===== src/rtl/user_voice_writer.sv =====
// User-instrument register writer: turns OPLL writes to $00-$07 into read-modify-write
// updates of voice 0 (modulator) and voice 1 (carrier) in the voice memory.
module user_voice_writer #(
  parameter int INIT_CYCLES = 128,
  parameter int VOICE_ID_W  = 5
) (
  input  logic                  i_clk,
  input  logic                  i_rst_n,
  input  logic                  i_reg_wr,
  input  logic [7:0]            i_reg_addr,
  input  logic [7:0]            i_reg_data,
  output logic                  o_reg_ready,
  output logic [VOICE_ID_W-1:0] o_vm_addr,
  output logic                  o_vm_wr,
  output logic [35:0]           o_vm_wdata,
  input  logic [35:0]           i_vm_rdata,
  output logic                  o_busy
);

  // Voice word layout, MSB first: AM PM EG KR ML[4] | KL[2] TL[6] | WF FB[3] | AR[4] DR[4] | SL[4] RR[4]
  localparam int CNT_W = (INIT_CYCLES > 1) ? $clog2(INIT_CYCLES) : 1;

  typedef enum logic [2:0] {S_INIT, S_IDLE, S_RD, S_MRG, S_WB} state_t;

  state_t          r_state;
  state_t          w_next;
  logic [CNT_W-1:0] r_cnt;
  logic [2:0]      r_addr;
  logic [7:0]      r_data;
  logic            r_pass2;
  logic            w_accept;
  logic            w_user_reg;
  logic            w_slot;
  logic            w_init_done;
  logic [35:0]     w_merged;

  assign w_accept    = (r_state == S_IDLE) && i_reg_wr;
  assign w_user_reg  = (i_reg_addr <= 8'h07);
  assign w_slot      = i_reg_addr[0] && (i_reg_addr[2:0] != 3'd3);
  assign w_init_done = (r_cnt == CNT_W'(INIT_CYCLES - 1));

  always_ff @(posedge i_clk or negedge i_rst_n) begin
    if (!i_rst_n) r_state <= S_INIT;
    else          r_state <= w_next;
  end

  always_comb begin
    w_next      = r_state;
    o_reg_ready = 1'b0;
    case (r_state)
      S_INIT: if (w_init_done) w_next = S_IDLE;
      S_IDLE: begin
        o_reg_ready = 1'b1;
        if (w_accept && w_user_reg) w_next = S_RD;
      end
      S_RD:   w_next = S_MRG;
      S_MRG:  w_next = S_WB;
      S_WB:   w_next = (r_addr == 3'd3 && !r_pass2) ? S_RD : S_IDLE;
      default: w_next = S_INIT;
    endcase
  end

  assign o_busy = !o_reg_ready;

  // $03 is split: pass 1 touches the modulator, pass 2 the carrier.
  always_comb begin
    w_merged = i_vm_rdata;
    case (r_addr)
      3'd0, 3'd1: w_merged[35:28] = r_data;
      3'd2:       w_merged[27:20] = r_data;
      3'd3: begin
        if (!r_pass2) begin
          w_merged[19:16] = r_data[3:0];
        end else begin
          w_merged[27:26] = r_data[7:6];
          w_merged[19]    = r_data[4];
        end
      end
      3'd4, 3'd5: w_merged[15:8] = r_data;
      default:    w_merged[7:0]  = r_data;
    endcase
  end

  always_ff @(posedge i_clk or negedge i_rst_n) begin
    if (!i_rst_n) begin
      r_cnt      <= '0;
      r_addr     <= '0;
      r_data     <= '0;
      r_pass2    <= 1'b0;
      o_vm_addr  <= '0;
      o_vm_wr    <= 1'b0;
      o_vm_wdata <= '0;
    end else begin
      o_vm_wr <= (r_state == S_MRG);
      case (r_state)
        S_INIT: if (!w_init_done) r_cnt <= r_cnt + 1'b1;
        S_IDLE: begin
          if (w_accept && w_user_reg) begin
            r_addr    <= i_reg_addr[2:0];
            r_data    <= i_reg_data;
            r_pass2   <= 1'b0;
            o_vm_addr <= {{(VOICE_ID_W-1){1'b0}}, w_slot};
          end
        end
        S_MRG: o_vm_wdata <= w_merged;
        S_WB: begin
          if (r_addr == 3'd3 && !r_pass2) begin
            r_pass2   <= 1'b1;
            o_vm_addr <= {{(VOICE_ID_W-1){1'b0}}, 1'b1};
          end
        end
        default: ;
      endcase
    end
  end

endmodule


===== config.mk =====
export PLATFORM = sky130hd
export DESIGN_NAME = user_voice_writer
export DESIGN_NICKNAME = d
export VERILOG_FILES = /design/src/rtl/user_voice_writer.sv
export SDC_FILE = /design/constraint.sdc
export NUM_CORES = 1
export LEC_CHECK = 0
export ABC_AREA = 1
export CAP_MARGIN = 0
export CORE_MARGIN = 2
export CORE_UTILIZATION = 38
export CTS_CLUSTER_SIZE = 14
export DETAILED_ROUTE_END_ITERATION = 16
export HOLD_SLACK_MARGIN = 0.06
export PLACE_DENSITY = 0.69
export SLEW_MARGIN = 20
export SYNTH_ARGS = -nofsm -noshare
export SYNTH_HDL_FRONTEND = slang
export SYNTH_SLANG_ARGS = --single-unit

===== constraint.sdc =====
create_clock -name i_clk -period 1.8 [get_ports i_clk]
set_input_delay 0.36 -clock i_clk [delete_from_list [all_inputs] [get_ports i_clk]]
set_output_delay 0.36 -clock i_clk [all_outputs]
set_load 0.005 [all_outputs]

Yosys cells after proc, flatten, opt, wreduce, memory -nomap -nowiden

Index checks and enable logic that the tools add are counted.

$add $sub $neg: 1
Magnitude comparators: 1
Eq/ne operators: 14
Muxes and demuxes: 20
Bitwise logic cells: 1
Reduce and logical (&&, ||, !) cells: 16

Operators by type and width:

| kind                  | number |
|---|---|
| $mux W8               | 3 |
| $pmux W3 S5           | 1 |
| $eq A3 B2 Y1 const B  | 4 |
| $mux W5               | 2 |
| $pmux W5 S2           | 1 |
| $eq A3 B3 Y1 const B  | 3 |
| $mux W3               | 3 |
| $le A8 B3 Y1 const B  | 1 |
| $add A7 B1 Y7 const B | 1 |
| $eq A7 B7 Y1 const B  | 1 |
| $eq A3 B1 Y1 const B  | 2 |
| $logic_not A3 Y1      | 2 |
| $mux W6               | 1 |
| $reduce_and A2 Y1     | 3 |
| $reduce_or A6 Y1      | 1 |
| $logic_and A1 B1 Y1   | 4 |
| $mux W1               | 4 |
| $mux W2               | 2 |
| $mux W4               | 1 |
| $ne A2 B2 Y1 const B  | 2 |
| $pmux W2 S2           | 1 |
| $reduce_or A2 Y1      | 2 |
| $ne A3 B2 Y1 const B  | 1 |
| $reduce_and A3 Y1     | 1 |
| other kinds (5)       | 6 |

Register bits: 64
Bits of input ports: 55
Output and inout bits: 44
Logic and storage cells: 61

Longest topological paths before layout

Depth after elaboration: 5
Mapped depth: 8
Depth with buffers taken out: 8

Worst setup path after synthesis

Ideal clock, no wire load.

Path type: reg2reg
Start: register r_cnt[0]
End: register r_cnt[5]
Setup time: 0.117 ns
Data arrival time: 1.163 ns
Data required time: 1.683 ns
Path slack: 0.520 ns
Cell stages (with the launch flop): 9
Buffers on the path: 0
Period minus slack after synthesis: 1.280 ns
Cells stage by stage: dfrtp_1 > ha_1 > nand3_1 > nor2_1 > nand2_1 > nand2_2 > inv_1 > nand2_1 > nand2_1

Cells in the longest elaborated chain, start to end: 3
Elaborated cells between the ends (all ways): 4
Classes of those cells: add/sub: 1; eq/ne: 1; bitwise: 1; reduce/logical: 1

RTL lines:

| what                                                                  | RTL line | RTL |
|---|---|---|
| start, declared                                                       | 27       | `logic [CNT_W-1:0] r_cnt;` |
| start signal, assigned                                                | 96       | `S_INIT: if (!w_init_done) r_cnt <= r_cnt + 1'b1;` |
| parallel branches: the longest is 3 deep, another holds $add A7 B1 Y7 | n/a      |  |

Parallel ways; which one is timed is not known.
A chain may end at the register's enable or synchronous reset.

Worst setup path after layout

Start: register r_state[0]
End: output port o_busy

Cells in the longest elaborated chain, start to end: 3

RTL lines:

| what                   | RTL line | RTL |
|---|---|---|
| start, declared        | 25       | `state_t r_state;` |
| start signal, assigned | 44       | `else r_state <= w_next;` |
| $eq A3 B1 Y1           | 50       | `case (r_state)` |
| $mux W1                | 50       |  |
| $logic_not A1 Y1       | 63       | `assign o_busy = !o_reg_ready;` |
| end, declared          | 17       | `output logic o_busy` |

Every way passes these cells.

==> results.md <==
| Item | This run | Unit |
|:---|:---|:---|
| Leakage power | 1.914 | nW |
| Floorplan row count | 31 | - |
| Final setup violation count | 0 | - |
| Die Y-Extent | 89.81 | um |
| Post-CTS clock slew at the launch and capture registers of the worst setup and hold paths | 0.06 | ns |
| Number of standard cells after synthesis | 352 | - |
| Final Max Tran Viols | 0 | - |
| Maximum net fanout on the critical path | 4 | - |
| Critical Path End Type | output pin | - |
| DP HPWL | 5.553 | mm |
| Initial cell density of the core | 38.99 | % |
| Count of unresolved DRC violations after routing | 0 | - |
| Grt ovf | 0 | - |
| Global-route wire length before repair | 13.08 | mm |
| Top-area cell type share of the netlist area | 53.67 | % |
| Number of synthesized flops with an enable pin | 0 | - |
| Antenna violations before repair | 0 | - |
| TritonCTS buffer count | 9 | - |
| Latest clock arrival within the worst-skew pair | 0.33 | ns |
| Critical R2R Launch | r_state[0] | - |
| Worst slack on hold paths | 0.4821 | ns |
| Layout Nets | 513 | - |
| Share of synthesized flip-flops with an asynchronous set or reset | 100.0 | % |
| Largest clock skew in the final design | 0.005685 | ns |
| # Max-Cap Violations | 0 | - |
| Count of port buffers added during placement | 94 | - |
| Source of the worst hold timing path | r_cnt[6] | - |
| Count of non-filler cells in the finished layout | 560 | - |
| Residual antenna-violating net count after detailed routing | 0 | - |
| Average detailed-routed wire length per instance | 14.17 | um |
| Seq/Total Area, Yosys | 53.67 | % |
| Die area | 8065 | sq um |
| Post-route minimum period | 1.747 | ns |
| Largest area contributor in the synthesized netlist | sky130_fd_sc_hd__dfrtp_1 | - |
| Cell depth of the worst hold path | 1 | - |
| Top area cells in the synthesized netlist | sky130_fd_sc_hd__dfrtp_1 54%, sky130_fd_sc_hd__nand2_1 15%, sky130_fd_sc_hd__o21ai_0 8.2% | - |
| Final hold vios | 0 | - |
| Deepest clock path buffer count | 2 | - |
| Prevailing post-synth register cell | sky130_fd_sc_hd__dfrtp_1 | - |
| Critical path startpoint category | flip-flop | - |
| Instance count after placement with tap cells included | 540 | - |
| Normalized max-slew margin | 63.08 | % |
| Syn Area/Cell | 7.948 | sq um |
| Status | complete, no violations | - |
| Worst-case hold path end point | r_cnt[6] | - |
| Slew of the pin with the lowest slew margin | 0.5529 | ns |
| Required time worst endpoint | 1.44 | ns |
| Maximum clock rate | 0.5725 | GHz |
| Final sum of negative setup slack | 0 | ns |
| Synth Cell Area | 2798 | sq um |
| Number of distinct library cells after synthesis | 21 | - |
| Vias in the first global route | 2652 | - |
| Violation count after the first detailed-route iteration | 168 | - |
| List of most frequent post-synthesis cells | 110 x sky130_fd_sc_hd__nand2_1, 60 x sky130_fd_sc_hd__dfrtp_1, 46 x sky130_fd_sc_hd__o21ai_0, 42 x sky130_fd_sc_hd__nor2_1, 25 x sky130_fd_sc_hd__a21oi_1 | - |
| Overall fraction of global-route tracks in use | 20.43 | % |
| Total number of H-tree levels | 3 | - |
| Core area | 7176 | sq um |
| Most frequent cell after synthesis | sky130_fd_sc_hd__nand2_1 | - |
| Maximum ir drop on the vdd rail | 0.7240 | mV |
| I/O pin count | 99 | - |
| Routed vias/inst | 4.896 | - |
| CTS Sinks | 60 | - |
| Reg-to-reg endpoint | o_vm_wdata[28] | - |
| Post-route cell area | 4088 | sq um |
| Logic depth of the worst register-to-register path | 5 | - |
| Largest net degree at the start of global routing | 38 | - |
| Arrival time of the worst setup path | 1.39 | ns |
| Cell at the root of the clock tree | sky130_fd_sc_hd__clkbuf_8 | - |
| Inserted Diodes | 0 | - |
| Flop and latch count out of synthesis | 60 | - |
| CTS tree | built | - |
| Setup repair after global routing missed its margin | false | - |
| Layout cells sized above 1 | 8.026 | % |
| Warning count from the yosys run | 0 | - |
| Instance area after placement | 3847 | sq um |
| Total vias in the final route | 2742 | - |
| Type of the worst min-delay path | flip-flop to flip-flop | - |
| Final estimated routing congestion in global placement | 0.7859 | - |
| Router iterations before antenna repair | 4 | - |
| Overall Power | 5.972 | mW |
| Die W | 89.81 | um |
| Reg2reg setup slack | 0.27 | ns |
| Power density normalized to cell area | 1461 | nW/um^2 |
| Final critical-path share of the clock period | 97.03 | % |
| Routed wire length | 7.934 | mm |
| Layout area overhead | 46.11 | % |
| Category of the critical setup timing path | flip-flop to output pin | - |
[logic make-up (layout without fill, tap and decap cells)]
| logic type | after synthesis | count (layout) | synth area share (%) |
|---|---|---|---|
| other cells | 1 | 4 | 0.1340 |
| compound gates | 75 | 75 | 13.51 |
| buf+inv | 33 | 139 | 5.367 |
| flops | 60 | 60 | 53.67 |
| simple gates | 177 | 177 | 25.31 |
| xor+xnor | 5 | 5 | 1.565 |
| fa+ha+maj | 1 | 1 | 0.4472 |
[metrics by stage]
| stage | setup slack (ns) | util (%) |
|---|---|---|
| 2_1_floorplan | 0.5202 | - |
| 3_3_place_gp | 0.1754 | 53.62 |
| 3_5_place_dp | 0.1473 | 53.62 |
| 4_1_cts | 0.03095 | 56.84 |
| 5_1_grt | 0.006812 | 56.97 |
| 6_report | 0.05337 | 56.97 |
[critical path, stage by stage (launching register included)]
cell                              delay (ns)
sky130_fd_sc_hd__dfrtp_2                0.44
sky130_fd_sc_hd__nand3_4                0.12
sky130_fd_sc_hd__clkdlybuf4s50_1        0.51
[placed cells by master (no fill, tap or decap)]
master / count
sky130_fd_sc_hd__clkbuf_1: 1
sky130_fd_sc_hd__nor2_4: 1
sky130_fd_sc_hd__conb_1: 4
sky130_fd_sc_hd__dlygate4sd3_1: 1
sky130_fd_sc_hd__nand3_4: 1
sky130_fd_sc_hd__o21ai_0: 46
sky130_fd_sc_hd__nor2_2: 2
sky130_fd_sc_hd__inv_1: 14
sky130_fd_sc_hd__xor2_1: 1
sky130_fd_sc_hd__nand2_2: 2
sky130_fd_sc_hd__ha_1: 1
sky130_fd_sc_hd__nand3_1: 18
sky130_fd_sc_hd__clkbuf_8: 13
sky130_fd_sc_hd__dfrtp_1: 59
sky130_fd_sc_hd__o21ai_1: 3
sky130_fd_sc_hd__dfrtp_2: 1
sky130_fd_sc_hd__xnor2_1: 4
sky130_fd_sc_hd__buf_2: 1
sky130_fd_sc_hd__dlygate4sd2_1: 1
sky130_fd_sc_hd__nand2_1: 110
sky130_fd_sc_hd__buf_4: 9
sky130_fd_sc_hd__clkdlybuf4s50_1: 92
sky130_fd_sc_hd__a21oi_1: 25
sky130_fd_sc_hd__nor2_1: 42
sky130_fd_sc_hd__buf_12: 1
sky130_fd_sc_hd__clkinv_2: 1
sky130_fd_sc_hd__inv_2: 5
sky130_fd_sc_hd__nand4_1: 1
sky130_fd_sc_hd__a21o_1: 1
[per-layer routing]
metal  track usage (%)  share of wire [%]  vias up
met4             9.231                2.0        0
met1             26.73                 44     1295
li1                  -                  -     1336
met3             4.443                6.4       13
met2             32.77                 48       98
met5                 0                  0        -
[cell type report]
type | instances | area, sq um
Fill cell | 649 | 3088
Tap cell | 99 | 123.9
Inverter | 19 | 71.32
Clock inverter | 1 | 5.005
Multi-Input combinational cell | 262 | 1170
Timing Repair Buffer | 105 | 1032
Sequential cell | 60 | 1503
Clock buffer | 14 | 182.7
[report_power, final]
group | total, mW | internal, mW | switching (mW)
sequential | 2.36 | 1.91 | 0.452
clock | 1.13 | 0.641 | 0.488
combinational | 2.48 | 1.34 | 1.14
[worst max path at each step]
stage | start | to | slack [ns] | cells after the start
after floorplan | r_cnt[0] | r_cnt[5] | 0.52 | 8
after global placement | i_reg_wr | r_addr[1] | 0.18 | 8
after detailed placement | i_reg_wr | r_addr[1] | 0.15 | 8
after CTS | r_state[0] | o_busy | 0.03 | 2
after global routing | r_state[0] | o_busy | 0.007 | 2
final | r_state[0] | o_busy | 0.05 | 2
[flip-flops by register name, indices dropped and copies added, names as in the netlist]
signal and flops:
r_pass2 1, o_vm_wdata 36, r_cnt 7, o_vm_addr 1
o_vm_wr 1, r_addr 3, r_data 8, r_state 3
[repair_timing]
| item | CTS | global route |
|---|---|---|
| setup endpoints to repair | 2 | 1 |
| gates resized for setup | 6 | 1 |
| pin swaps | 1 | 0 |
| hold buffers | 1 | 0 |
| setup buffers | 3 | 1 |
| hold endpoints to repair | 14 | 0 |
(Power assumes the default switching activity.)
